**src/rtl/axi_reg_slice_pkg.sv**
```systemverilog
// Shared types and field widths for the AXI register slice.
package axi_reg_slice_pkg;

   typedef enum logic [1:0] {
      SLICE_BYPASS = 2'd0,
      SLICE_FWD    = 2'd1,
      SLICE_FULL   = 2'd2
   } slice_mode_e;

   typedef enum logic [1:0] {
      RESP_OKAY   = 2'd0,
      RESP_EXOKAY = 2'd1,
      RESP_SLVERR = 2'd2,
      RESP_DECERR = 2'd3
   } resp_e;

   typedef enum logic [1:0] {
      BURST_FIXED = 2'd0,
      BURST_INCR  = 2'd1,
      BURST_WRAP  = 2'd2,
      BURST_RSVD  = 2'd3
   } burst_e;

   typedef enum logic [1:0] {
      SKID_EMPTY = 2'd0,
      SKID_ONE   = 2'd1,
      SKID_FULL  = 2'd2
   } skid_state_e;

   localparam int unsigned AXI_SIZE_W = 3;
   localparam int unsigned BURST_W    = 2;
   localparam int unsigned LOCK_W     = 1;
   localparam int unsigned CACHE_W    = 4;
   localparam int unsigned PROT_W     = 3;
   localparam int unsigned RESP_W     = 2;

   // Packed width of an AW/AR payload: id, addr, len, size, burst, lock, cache, prot.
   function automatic int unsigned ax_payload_w(int unsigned id_w, int unsigned addr_w,
                                                int unsigned len_w);
      return id_w + addr_w + len_w + AXI_SIZE_W + BURST_W + LOCK_W + CACHE_W + PROT_W;
   endfunction

endpackage

```
**src/rtl/axi_reg_slice_ch.sv**
```systemverilog
// Generic valid/ready slice on a packed payload: bypass, forward register or 2-entry skid buffer.
module axi_reg_slice_ch
   import axi_reg_slice_pkg::*;
#(
   parameter int unsigned PAYLOAD_W = 8,
   parameter int unsigned MODE      = 2
) (
   input  logic                 aclk,
   input  logic                 areset,
   input  logic                 src_valid,
   output logic                 src_ready,
   input  logic [PAYLOAD_W-1:0] src_data,
   output logic                 dst_valid,
   input  logic                 dst_ready,
   output logic [PAYLOAD_W-1:0] dst_data
);

   generate
      if (MODE == 32'(SLICE_BYPASS)) begin : g_bypass
         logic unused_clk_rst;
         assign unused_clk_rst = &{1'b0, aclk, areset};
         assign dst_valid      = src_valid;
         assign src_ready      = dst_ready;
         assign dst_data       = src_data;
      end else if (MODE == 32'(SLICE_FWD)) begin : g_fwd
         logic                 v_q;
         logic [PAYLOAD_W-1:0] data_q;

         // Ready is combinational: the stage frees up in the same cycle it drains.
         assign src_ready = !v_q || dst_ready;
         assign dst_valid = v_q;
         assign dst_data  = data_q;

         always_ff @(posedge aclk) begin
            if (areset)         v_q <= 1'b0;
            else if (src_ready) v_q <= src_valid;
         end

         always_ff @(posedge aclk) begin
            if (src_ready && src_valid) data_q <= src_data;
         end
      end else if (MODE == 32'(SLICE_FULL)) begin : g_full
         skid_state_e          state_q, state_d;
         logic                 ready_q, valid_q;
         logic [PAYLOAD_W-1:0] head_q, skid_q;
         logic                 push, pop, load_head, head_from_skid, load_skid;

         assign push      = src_valid && ready_q;
         assign pop       = valid_q && dst_ready;
         assign src_ready = ready_q;
         assign dst_valid = valid_q;
         assign dst_data  = head_q;

         // Ready and valid are flops decoded from the next state, so neither path is combinational.
         always_ff @(posedge aclk) begin
            if (areset) begin
               state_q <= SKID_EMPTY;
               ready_q <= 1'b0;
               valid_q <= 1'b0;
            end else begin
               state_q <= state_d;
               ready_q <= (state_d != SKID_FULL);
               valid_q <= (state_d != SKID_EMPTY);
            end
         end

         always_comb begin
            state_d        = state_q;
            load_head      = 1'b0;
            head_from_skid = 1'b0;
            load_skid      = 1'b0;
            unique case (state_q)
               SKID_EMPTY: begin
                  if (push) begin
                     state_d   = SKID_ONE;
                     load_head = 1'b1;
                  end
               end
               SKID_ONE: begin
                  if (push && !pop) begin
                     state_d   = SKID_FULL;
                     load_skid = 1'b1;
                  end else if (push && pop) begin
                     load_head = 1'b1;
                  end else if (pop) begin
                     state_d = SKID_EMPTY;
                  end
               end
               SKID_FULL: begin
                  if (pop) begin
                     state_d        = SKID_ONE;
                     load_head      = 1'b1;
                     head_from_skid = 1'b1;
                  end
               end
               default: state_d = SKID_EMPTY;
            endcase
         end

         always_ff @(posedge aclk) begin
            if (load_head) head_q <= head_from_skid ? skid_q : src_data;
            if (load_skid) skid_q <= src_data;
         end
      end else begin : g_bad
         logic unused_in;
         assign unused_in = &{1'b0, aclk, areset, src_valid, dst_ready, src_data};
         assign dst_valid = 1'b0;
         assign src_ready = 1'b0;
         assign dst_data  = '0;
         $error("axi_reg_slice_ch: illegal MODE %0d", MODE);
      end
   endgenerate

endmodule

```
**src/rtl/axi_reg_slice.sv**
```systemverilog
// Five-channel AXI register slice; each channel packs its fields into one axi_reg_slice_ch.
module axi_reg_slice
   import axi_reg_slice_pkg::*;
#(
   parameter int unsigned ID_W    = 4,
   parameter int unsigned ADDR_W  = 32,
   parameter int unsigned DATA_W  = 64,
   parameter int unsigned LEN_W   = 8,
   parameter int unsigned AW_MODE = 2,
   parameter int unsigned W_MODE  = 2,
   parameter int unsigned B_MODE  = 1,
   parameter int unsigned AR_MODE = 2,
   parameter int unsigned R_MODE  = 2
) (
   input  logic                  aclk,
   input  logic                  areset,
   input  logic [ID_W-1:0]       s_awid,
   input  logic [ADDR_W-1:0]     s_awaddr,
   input  logic [LEN_W-1:0]      s_awlen,
   input  logic [AXI_SIZE_W-1:0] s_awsize,
   input  logic [BURST_W-1:0]    s_awburst,
   input  logic                  s_awlock,
   input  logic [CACHE_W-1:0]    s_awcache,
   input  logic [PROT_W-1:0]     s_awprot,
   input  logic                  s_awvalid,
   output logic                  s_awready,
   output logic [ID_W-1:0]       m_awid,
   output logic [ADDR_W-1:0]     m_awaddr,
   output logic [LEN_W-1:0]      m_awlen,
   output logic [AXI_SIZE_W-1:0] m_awsize,
   output logic [BURST_W-1:0]    m_awburst,
   output logic                  m_awlock,
   output logic [CACHE_W-1:0]    m_awcache,
   output logic [PROT_W-1:0]     m_awprot,
   output logic                  m_awvalid,
   input  logic                  m_awready,
   input  logic [DATA_W-1:0]     s_wdata,
   input  logic [DATA_W/8-1:0]   s_wstrb,
   input  logic                  s_wlast,
   input  logic                  s_wvalid,
   output logic                  s_wready,
   output logic [DATA_W-1:0]     m_wdata,
   output logic [DATA_W/8-1:0]   m_wstrb,
   output logic                  m_wlast,
   output logic                  m_wvalid,
   input  logic                  m_wready,
   input  logic [ID_W-1:0]       m_bid,
   input  logic [RESP_W-1:0]     m_bresp,
   input  logic                  m_bvalid,
   output logic                  m_bready,
   output logic [ID_W-1:0]       s_bid,
   output logic [RESP_W-1:0]     s_bresp,
   output logic                  s_bvalid,
   input  logic                  s_bready,
   input  logic [ID_W-1:0]       s_arid,
   input  logic [ADDR_W-1:0]     s_araddr,
   input  logic [LEN_W-1:0]      s_arlen,
   input  logic [AXI_SIZE_W-1:0] s_arsize,
   input  logic [BURST_W-1:0]    s_arburst,
   input  logic                  s_arlock,
   input  logic [CACHE_W-1:0]    s_arcache,
   input  logic [PROT_W-1:0]     s_arprot,
   input  logic                  s_arvalid,
   output logic                  s_arready,
   output logic [ID_W-1:0]       m_arid,
   output logic [ADDR_W-1:0]     m_araddr,
   output logic [LEN_W-1:0]      m_arlen,
   output logic [AXI_SIZE_W-1:0] m_arsize,
   output logic [BURST_W-1:0]    m_arburst,
   output logic                  m_arlock,
   output logic [CACHE_W-1:0]    m_arcache,
   output logic [PROT_W-1:0]     m_arprot,
   output logic                  m_arvalid,
   input  logic                  m_arready,
   input  logic [ID_W-1:0]       m_rid,
   input  logic [DATA_W-1:0]     m_rdata,
   input  logic [RESP_W-1:0]     m_rresp,
   input  logic                  m_rlast,
   input  logic                  m_rvalid,
   output logic                  m_rready,
   output logic [ID_W-1:0]       s_rid,
   output logic [DATA_W-1:0]     s_rdata,
   output logic [RESP_W-1:0]     s_rresp,
   output logic                  s_rlast,
   output logic                  s_rvalid,
   input  logic                  s_rready
);

   localparam int unsigned AX_PW = ax_payload_w(ID_W, ADDR_W, LEN_W);
   localparam int unsigned W_PW  = DATA_W + DATA_W / 8 + 1;
   localparam int unsigned B_PW  = ID_W + RESP_W;
   localparam int unsigned R_PW  = ID_W + DATA_W + RESP_W + 1;

   logic [AX_PW-1:0] aw_dst, ar_dst;
   logic [W_PW-1:0]  w_dst;
   logic [B_PW-1:0]  b_dst;
   logic [R_PW-1:0]  r_dst;

   assign {m_awid, m_awaddr, m_awlen, m_awsize, m_awburst, m_awlock, m_awcache, m_awprot} = aw_dst;
   assign {m_arid, m_araddr, m_arlen, m_arsize, m_arburst, m_arlock, m_arcache, m_arprot} = ar_dst;
   assign {m_wdata, m_wstrb, m_wlast} = w_dst;
   assign {s_bid, s_bresp}            = b_dst;
   assign {s_rid, s_rdata, s_rresp, s_rlast} = r_dst;

   axi_reg_slice_ch #(.PAYLOAD_W(AX_PW), .MODE(AW_MODE)) u_aw (
      .aclk(aclk), .areset(areset),
      .src_valid(s_awvalid), .src_ready(s_awready),
      .src_data({s_awid, s_awaddr, s_awlen, s_awsize, s_awburst, s_awlock, s_awcache, s_awprot}),
      .dst_valid(m_awvalid), .dst_ready(m_awready), .dst_data(aw_dst)
   );

   axi_reg_slice_ch #(.PAYLOAD_W(W_PW), .MODE(W_MODE)) u_w (
      .aclk(aclk), .areset(areset),
      .src_valid(s_wvalid), .src_ready(s_wready), .src_data({s_wdata, s_wstrb, s_wlast}),
      .dst_valid(m_wvalid), .dst_ready(m_wready), .dst_data(w_dst)
   );

   // Response channels run slave-to-master, so the m_* side is the source.
   axi_reg_slice_ch #(.PAYLOAD_W(B_PW), .MODE(B_MODE)) u_b (
      .aclk(aclk), .areset(areset),
      .src_valid(m_bvalid), .src_ready(m_bready), .src_data({m_bid, m_bresp}),
      .dst_valid(s_bvalid), .dst_ready(s_bready), .dst_data(b_dst)
   );

   axi_reg_slice_ch #(.PAYLOAD_W(AX_PW), .MODE(AR_MODE)) u_ar (
      .aclk(aclk), .areset(areset),
      .src_valid(s_arvalid), .src_ready(s_arready),
      .src_data({s_arid, s_araddr, s_arlen, s_arsize, s_arburst, s_arlock, s_arcache, s_arprot}),
      .dst_valid(m_arvalid), .dst_ready(m_arready), .dst_data(ar_dst)
   );

   axi_reg_slice_ch #(.PAYLOAD_W(R_PW), .MODE(R_MODE)) u_r (
      .aclk(aclk), .areset(areset),
      .src_valid(m_rvalid), .src_ready(m_rready), .src_data({m_rid, m_rdata, m_rresp, m_rlast}),
      .dst_valid(s_rvalid), .dst_ready(s_rready), .dst_data(r_dst)
   );

endmodule

```
**config.mk**
```make
export PLATFORM = sky130hd
export DESIGN_NAME = axi_reg_slice
export DESIGN_NICKNAME = d
export VERILOG_FILES = /design/src/rtl/axi_reg_slice_pkg.sv /design/src/rtl/axi_reg_slice_ch.sv /design/src/rtl/axi_reg_slice.sv
export SDC_FILE = /design/constraint.sdc
export NUM_CORES = 1
export LEC_CHECK = 0
export CAP_MARGIN = 25
export CORE_ASPECT_RATIO = 0.6
export CORE_MARGIN = 5
export CORE_UTILIZATION = 40
export DETAILED_ROUTE_END_ITERATION = 16
export PLACE_DENSITY_LB_ADDON = 0.15
export SLEW_MARGIN = 20
export SYNTH_ARGS = -nofsm -noshare
export SYNTH_HDL_FRONTEND = slang
export SYNTH_HIERARCHICAL = 1
export SYNTH_SLANG_ARGS = --single-unit
```
**constraint.sdc**
```tcl
create_clock -name aclk -period 7.75 [get_ports aclk]
set_clock_uncertainty 0.15 [all_clocks]
set_input_delay 1.55 -clock aclk [delete_from_list [all_inputs] [get_ports aclk]]
set_output_delay 1.55 -clock aclk [all_outputs]
set_load 0.05 [all_outputs]
```
==> run summary <==
Status -> completed
Max clock buf depth -> 3
Register bit total from synthesis -> 539
WP data required -> 6050 ps
Worst Path Max Fanout -> 3
Fillers -> 3,773
Gr usage total -> 0.1613
Setup crit start kind -> input port
Pin count of the biggest net entering global routing -> 72
Drt via density -> 4.713
Placed insts -> 2,082
Via Count -> 10,270
Io pins -> 550
Crit path kind -> input port to primary output
Vias in the first global route -> 10,950
First-pass GRT wire length -> 68.61 mm
Hold Vio Cnt, Final -> 0
Leak pwr -> 9.976 nW
Pre-CTS setup slack -> 3099 ps
Sequential Area -> 16,020 µm²
Chip width -> 300.1 µm
Slew of the pin with the lowest slew margin -> 1037 ps
Port bufs -> 549
Die area -> 55,250 µm²
Cells after Synth -> 899
Post-route DRC -> 0
Post-CTS Setup Bufs -> 0
# rows -> 63
Peak Freq -> 214.9 MHz
Setup TNS -> 0 ps
Gr ovfl total -> 0
Fin nets -> 1,761
1st-pass router iterations -> 7
Layout cells sized above 1 -> 0.2377
Worst Hold Class -> register to register
Setup Viol. Count Final -> 0
Number of synthesis warnings -> 6
Area of the multi-input gates -> 3966 µm²
Max cap viols -> 0
Routed WL per cell -> 21.52 µm
GP Congestion -> 0.7655
Synth top area cells -> edfxtp_1 (78%), mux2_4 (9.8%), mux2_2 (7.0%)
Core area -> 49,660 µm²
Synth async-reset ratio -> 0
# H-tree levels -> 2
Clk_lat worst skew -> 550 ps
Final Core Density -> 0.5663
Worst hold slack -> 351.4 ps
Drt initial violations -> 483
Dpl hpwl -> 32.21 mm
Cell variety after synth -> 28
CTS Sinks -> 539
Tcrit/Tclk final -> 0.6004
Slew margin rel. -> 0.3085
Area grow syn2layout -> 39.20%
CTS tree -> yes
Register area share after synthesis -> 0.7927
CP Capture Type -> primary output
R2R Setup Slk -> 4980 ps
CTS resizes -> 0
RSZ-0062 raised after global routing -> false
Initial antenna violation count -> 3
Synth Cell Area -> 20,200 µm²
Root Driver -> clkbuf_16
Final min period -> 4653 ps
Maximum vdd ir drop -> 0.1824 mV
Total wire length -> 46.91 mm
CTS Buf Count -> 51
Yosys top cell area share -> 0.7758
Worst setup margin -> 3097 ps
PD cells -> 238.1 nW/µm²
DRT antenna net count -> 0
Top-count cell post-synth -> edfxtp_1
Fin cells -> 2,180
Area leader, netlist -> edfxtp_1
CTS hold repair buffers -> 0
Top cells by count, synth -> edfxtp_1 (522), mux2_4 (132), mux2_2 (126), dfxtp_1 (17), nand2_1 (12)
Post-Syn Nets -> 1,175
Reg clk slew, reported paths -> 60 ps
Die height -> 184.1 µm
Main flop type after synthesis -> edfxtp_1
Initial Util -> 0.4069
Crit path DAT -> 2950 ps
Max-slew violation count -> 0
EDFF count, synth -> 522
Synth Area per Inst -> 22.47 µm²
-- through the flow --
step	power [mW]	cell area [µm²]
finish	6.696	28120
global route	6.963	28120
CTS	6.798	28120
detailed placement	4.200	26400
global placement	4.189	26390
floorplan	3.847	20210
-- report_power, final --
part / internal, mW / leakage, nW / switching [mW]
clock: 1.51 / 0.837 / 1.05
sequential: 3.33 / 4.93 / 0.0349
combinational: 0.325 / 4.21 / 0.440
-- kinds of logic (layout without fill, tap and decap cells) --
family | count (synthesis) | count (layout) | synth area share
flops | 539 | 539 | 0.7927
mux | 258 | 258 | 0.1683
simple gates | 42 | 42 | 0.01269
buf+inv | 31 | 659 | 0.01622
compound gates | 29 | 29 | 0.01009
other cells | 0 | 3 | 0
-- worst max-delay path, cell delays in order --
cell and delay (ps):
clkdlybuf4s50_1 470, nand2b_4 140, clkdlybuf4s50_1 800
-- metal layers --
metal	track usage	vias to the layer above	wire length, µm
met5	0	-	0
met4	0.03936	0	940
met3	0.04898	61	3158
met2	0.2888	284	24450
met1	0.1930	5153	18360
li1	-	4776	-
-- worst paths after layout --
check | startpoint | end | depth (start not counted)
setup / recovery | s_bready | m_bready | 3
hold / removal | u_ar/g_full.state_q[0] | u_ar/dst_valid | 1
setup reg to reg | u_w/g_full.state_q[1] | u_w/g_full.skid_q[15] | 3
hold reg to reg | u_ar/g_full.state_q[0] | u_ar/dst_valid | 1
-- state kept, by name (all words and copies together) (netlist names) --
name	cells
u_ar/g_full.state_q	2
u_aw/dst_valid	1
u_w/g_full.state_q	2
u_b/dst_valid	1
u_b/dst_data	6
u_r/src_ready	1
u_r/g_full.state_q	2
u_r/dst_data	71
u_aw/src_ready	1
u_ar/g_full.skid_q	57
u_w/dst_valid	1
u_r/g_full.skid_q	71
u_w/src_ready	1
u_r/dst_valid	1
u_ar/dst_data	57
u_aw/g_full.state_q	2
u_aw/dst_data	57
u_ar/src_ready	1
u_w/dst_data	73
u_w/g_full.skid_q	73
u_aw/g_full.skid_q	57
u_ar/dst_valid	1
-- layout by cell type (no fill, tap or decap), types with 2 or more instances in the layout --
cell type / instances
nand2b_2: 3
or2_4: 2
a221oi_1: 4
edfxtp_1: 522
nand3_1: 4
nor2_1: 4
clkinv_2: 9
nor3b_1: 4
o211ai_1: 4
clkbuf_16: 53
diode_2: 3
o31ai_4: 4
clkinv_1: 12
mux2_4: 132
clkdlybuf4s50_1: 549
mux2_2: 126
or2_2: 2
a21boi_0: 4
a21oi_4: 4
dfxtp_1: 17
a211oi_1: 4
nand4b_1: 4
a21oi_1: 4
or4_1: 3
nand2_1: 12
buf_4: 13
clkbuf_1: 11
bufinv_16: 8
-- final cells by class --
cell class | instances | share of cell area
clock buffers | 64 | 0.04863
inverters | 1 | 0.0001335
well taps | 650 | 0.02892
flip-flops and latches | 539 | 0.5694
repair buffers | 563 | 0.1993
multi-input cells | 329 | 0.1410
diodes | 3 | 0.0002669
clock inverters | 31 | 0.01232
(Power assumes the default switching activity.)
